## config.mk

```make
export PLATFORM = sky130hd
export DESIGN_NAME = revaluate_stream
export DESIGN_NICKNAME = d
export VERILOG_FILES = /design/src/rtl/revaluate_stream.sv
export SDC_FILE = /design/constraint.sdc
export NUM_CORES = 1
export LEC_CHECK = 0
export ABC_AREA = 1
export CAP_MARGIN = 20
export CORE_MARGIN = 2
export CORE_UTILIZATION = 45
export CTS_CLUSTER_DIAMETER = 100
export DETAILED_ROUTE_END_ITERATION = 8
export PLACE_DENSITY_LB_ADDON = 0.3
export SYNTH_ARGS = -nofsm -noshare
export SYNTH_HDL_FRONTEND = slang
export SYNTH_SLANG_ARGS = --single-unit
export TNS_END_PERCENT = 1
```

## constraint.sdc

```tcl
create_clock -name clk -period 5.5 [get_ports clk]
set_input_delay 1.375 -clock clk [delete_from_list [all_inputs] [get_ports clk]]
set_output_delay 1.375 -clock clk [all_outputs]
set_load 0.01 [all_outputs]
```

## src/rtl/revaluate_stream.sv

```systemverilog
// Streaming Keccak chi stage: applies chi to each 5-bit row of a 25-bit slice,
// buffers results in a small FIFO and tracks slice position within a frame.
module revaluate_stream #(
  parameter int SLICES = 64,
  parameter int DEPTH  = 4
) (
  input  logic        clk,
  input  logic        rst,
  input  logic        in_valid,
  output logic        in_ready,
  input  logic [24:0] in_data,
  output logic        out_valid,
  input  logic        out_ready,
  output logic [24:0] out_data,
  output logic        out_last,
  output logic [5:0]  slice_count,
  output logic        frame_done
);
  localparam int AW = $clog2(DEPTH);
  localparam int OW = AW + 1;

  typedef enum logic [1:0] {IDLE, RUN, DONE} state_t;

  function automatic logic [24:0] chi(input logic [24:0] s);
    logic [24:0] r;
    r = '0;
    for (int y = 0; y < 5; y++) begin
      for (int x = 0; x < 5; x++) begin
        r[5*y+x] = s[5*y+x] ^ (~s[5*y+(x+1)%5] & s[5*y+(x+2)%5]);
      end
    end
    return r;
  endfunction

  logic [24:0]   mem_q [DEPTH];
  logic [AW-1:0] wptr_q, wptr_d;
  logic [AW-1:0] rptr_q, rptr_d;
  logic [OW-1:0] occ_q, occ_d;
  logic [5:0]    cnt_q, cnt_d;
  state_t        state_q, state_d;
  logic          full, empty, push, pop;

  assign full        = (occ_q == OW'(DEPTH));
  assign empty       = (occ_q == '0);
  assign in_ready    = !full && !rst;
  assign out_valid   = !empty;
  assign push        = in_valid && in_ready;
  assign pop         = out_valid && out_ready;
  // No bypass path: an empty FIFO presents zero rather than stale storage.
  assign out_data    = empty ? '0 : mem_q[rptr_q];
  assign out_last    = out_valid && (cnt_q == 6'(SLICES - 1));
  assign slice_count = cnt_q;
  assign frame_done  = (state_q == DONE);

  always_comb begin
    wptr_d  = wptr_q;
    rptr_d  = rptr_q;
    occ_d   = occ_q;
    cnt_d   = cnt_q;
    state_d = state_q;
    if (push) wptr_d = wptr_q + AW'(1);
    if (pop)  rptr_d = rptr_q + AW'(1);
    case ({push, pop})
      2'b10:   occ_d = occ_q + OW'(1);
      2'b01:   occ_d = occ_q - OW'(1);
      default: occ_d = occ_q;
    endcase
    if (pop) cnt_d = out_last ? 6'd0 : cnt_q + 6'd1;
    case (state_q)
      IDLE:    if (pop) state_d = RUN;
      RUN:     if (pop && out_last) state_d = DONE;
      DONE:    state_d = pop ? RUN : IDLE;
      default: state_d = IDLE;
    endcase
  end

  always_ff @(posedge clk) begin
    if (rst) begin
      wptr_q  <= '0;
      rptr_q  <= '0;
      occ_q   <= '0;
      cnt_q   <= '0;
      state_q <= IDLE;
    end else begin
      wptr_q  <= wptr_d;
      rptr_q  <= rptr_d;
      occ_q   <= occ_d;
      cnt_q   <= cnt_d;
      state_q <= state_d;
    end
  end

  // Storage is data-only; validity comes from the occupancy counter.
  always_ff @(posedge clk) begin
    if (push) mem_q[wptr_q] <= chi(in_data);
  end
endmodule

```

==> metrics.cfg <==
[outcome]
status = complete, no violations

[finish]
n_antenna_cell = 0
fin_nets = 594
area_delta_synth_final_pct = 26.4
num-fill-cells = 970
drive_above_1_share = 0.0963

[sta]
maxSlewHeadroom = 0.502
rsz0062_at_grt = false
finClkSkew_ps = 7.27
min_period_ps = 4110
fin_crit_sh = 0.747
tightest_slew_ps = 746
max_freq_ghz = 0.244
setup_tns_ps = 0
slew_viol_final = 0
setup-violations-final = 0
hold_violations = 0

[worst_setup_path]
critPathKind = register to output pin
rrSetupSlack_ps = 3350
critical_path.top_delay_family = buffers and inverters
timing.rr.start = occ_q[0]$_SDFFE_PP0P_
cp_data_required_time_ps = 4120
cp_max_fo = 50
crit_slowest_cell = inv_2
r2r_end = occ_q[2]$_SDFFE_PP0P_
cp_num_cells = 5
r2r_cells = 9
cp_cell_sequence = buf_4 -> inv_2 -> o21ai_0 -> a21oi_1 -> clkdlybuf4s50_1
cp_slowest_stage_delay_ps = 600
arrival_ps = 2730
crit_path_start_kind = register
endpoint_kind = output pin
cp-endpoint = out_data[1]
crit_buf_inv = 3

[detailed_routing]
firstDrtPassIters = 4
avgRoutedWirePerCell_um = 14.7
drtAntennaViolNets = 0
drt_iter0_drc = 205
viasPerCell = 4.95
vias = 3532
drc = 0
wirelength_mm = 10.5

[clock_network]
cts_tree = yes
clk_latency_ps = 400
clk_path_buf_depth = 2
holdBufCountCts = 0
cts.reportedPaths.clkPinSlew_ps = 50
cts-resized-gates = 0
numCtsBuffers = 17
h-tree-depth = 4
cts_root_buffer = clkbuf_16
postCtsSetupRepairBufs = 0
cts.sinks = 117

[global_routing]
grt_pass1_wl_mm = 17.3
grt_max_degree = 51
antenna_found_initial = 0
grt-ovfl-total = 0
track_usage = 0.177
grt_pass1_vias = 3729

[min_path]
hold_class = register to register

[synthesis]
ys.flop_type = edfxtp_1
yosysTopAreaCell = edfxtp_1
seq_area_frac_synth = 0.648
synth_area_per_cell_um2 = 10.5
synthAdderAreaFrac = 0.0184
synth_warnings = 0
synth_nets = 525
synth_edf_count = 100
synth_top_area_share = 0.582
synthSimpleGateAreaFrac = 0.136
syn_inst = 489
synth_cell_type_count = 28
synth_top_family_by_area = simple AND/OR/NAND/NOR gates
yosysMostFrequentCell = nor2_1
synthMuxAreaShare = 0
ys_top_cells_by_count = nor2_1, edfxtp_1, o21ai_0, nand2_1, inv_1
syn_area_mm2 = 0.00516
synth_seq_cells = 117
async_flop_share = 0
synth-xor-area-share = 0.0442
synthTopCellsByArea = edfxtp_1, nor2_1, dfxtp_1, o21ai_0, xor2_1
synth_compound_area_frac = 0.0949

[die]
die-area_mm2 = 0.0123
die-height_um = 111
ios = 64
coreArea_mm2 = 0.0113
die_w_um = 111
num_rows = 39
start_util = 0.455

[power_and_ir_drop]
p_leak_uw = 0.00243
total_power_uw = 3010
peakVddDrop_mv = 0.240
powerDensity_mw_per_mm2 = 462

[place]
place_congestion = 0.780
portBuffers = 63
dp_hpwl_mm = 6.20

[run]
cap_viol_max_count = 0

-- sequential cells by signal, summed over array words and instances (netlist names), named ones only --
name	flops
rptr_q	2
wptr_q	2
mem_q	100
occ_q	3
slice_count	6
state_q	2
-- per-stage QoR --
step | std cells | util | area, um^2 | worst slack [ps] | hold WS (ps)
final | 714 | 0.576 | 6520 | 1390 | 489
after global routing | 714 | 0.576 | 6520 | 1200 | 532
after CTS | 714 | 0.576 | 6520 | 1340 | 490
after detailed placement | 682 | 0.522 | 5910 | 1500 | 470
after global placement | 682 | 0.522 | 5910 | 1510 | 469
after floorplan | 489 | - | 5160 | 2380 | 454
-- layout make-up --
type | instances | area [um^2] | area share
inverters | 50 | 188 | 0.0288
repair buffers | 69 | 676 | 0.104
clock inverters | 15 | 180 | 0.0276
flip-flops and latches | 117 | 3340 | 0.513
well taps | 143 | 179 | 0.0275
multi-input cells | 303 | 1530 | 0.234
clock buffers | 17 | 425 | 0.0653
-- layout by cell type (no fill, tap or decap), drive strengths merged --
cell type and count:
xor2 26, clkinvlp 5, ha 6, clkbuf 17, a21oi 39, clkdlybuf4s50 63, inv 53, dfxtp 17
buf 6, nand4 2, clkinv 4, nor3 2, nor2 111, fa 1, bufinv 3, edfxtp 100
o21ai 58, or2 2, nand2 49, nand3 7
-- metal layers --
| metal | global-route usage | vias to the layer above | wire, um |
|---|---|---|---|
| met4 | 0.0519 | 0 | 83 |
| met5 | 0 | - | 0 |
| li1 | - | 1771 | - |
| met1 | 0.208 | 1648 | 4330 |
| met2 | 0.315 | 104 | 5410 |
| met3 | 0.0552 | 9 | 701 |
-- how the worst min path moves through the flow --
stage | startpoint | endpoint | slack, ps | depth (start not counted)
4_1_cts | rptr_q[0]$_SDFFE_PP0P_ | rptr_q[0]$_SDFFE_PP0P_ | 490 | 1
5_1_grt | state_q[0]$_SDFFE_PP0P_ | state_q[1]$_SDFFE_PP0P_ | 530 | 2
3_5_place_dp | rptr_q[0]$_SDFFE_PP0P_ | register | 470 | 1
2_1_floorplan | rptr_q[0]$_SDFFE_PP0P_ | register | 450 | 1
6_report | rptr_q[0]$_SDFFE_PP0P_ | rptr_q[0]$_SDFFE_PP0P_ | 490 | 1
3_3_place_gp | rptr_q[0]$_SDFFE_PP0P_ | rptr_q[0]$_SDFFE_PP0P_ | 470 | 1
-- power by group --
group          switching (uW)  internal (uW)
logic                     482            352
registers                37.6           1040
clock network             393            714
total                     912           2100
-- logic make-up (layout without fill, tap and decap cells) --
| kind of cell | Yosys count | in the layout |
|---|---|---|
| simple gates | 173 | 173 |
| flops | 117 | 117 |
| compound gates | 97 | 97 |
| buf+inv | 69 | 151 |
| xor+xnor | 26 | 26 |
| fa+ha+maj | 7 | 7 |
Power figures use the tool's default switching activity.
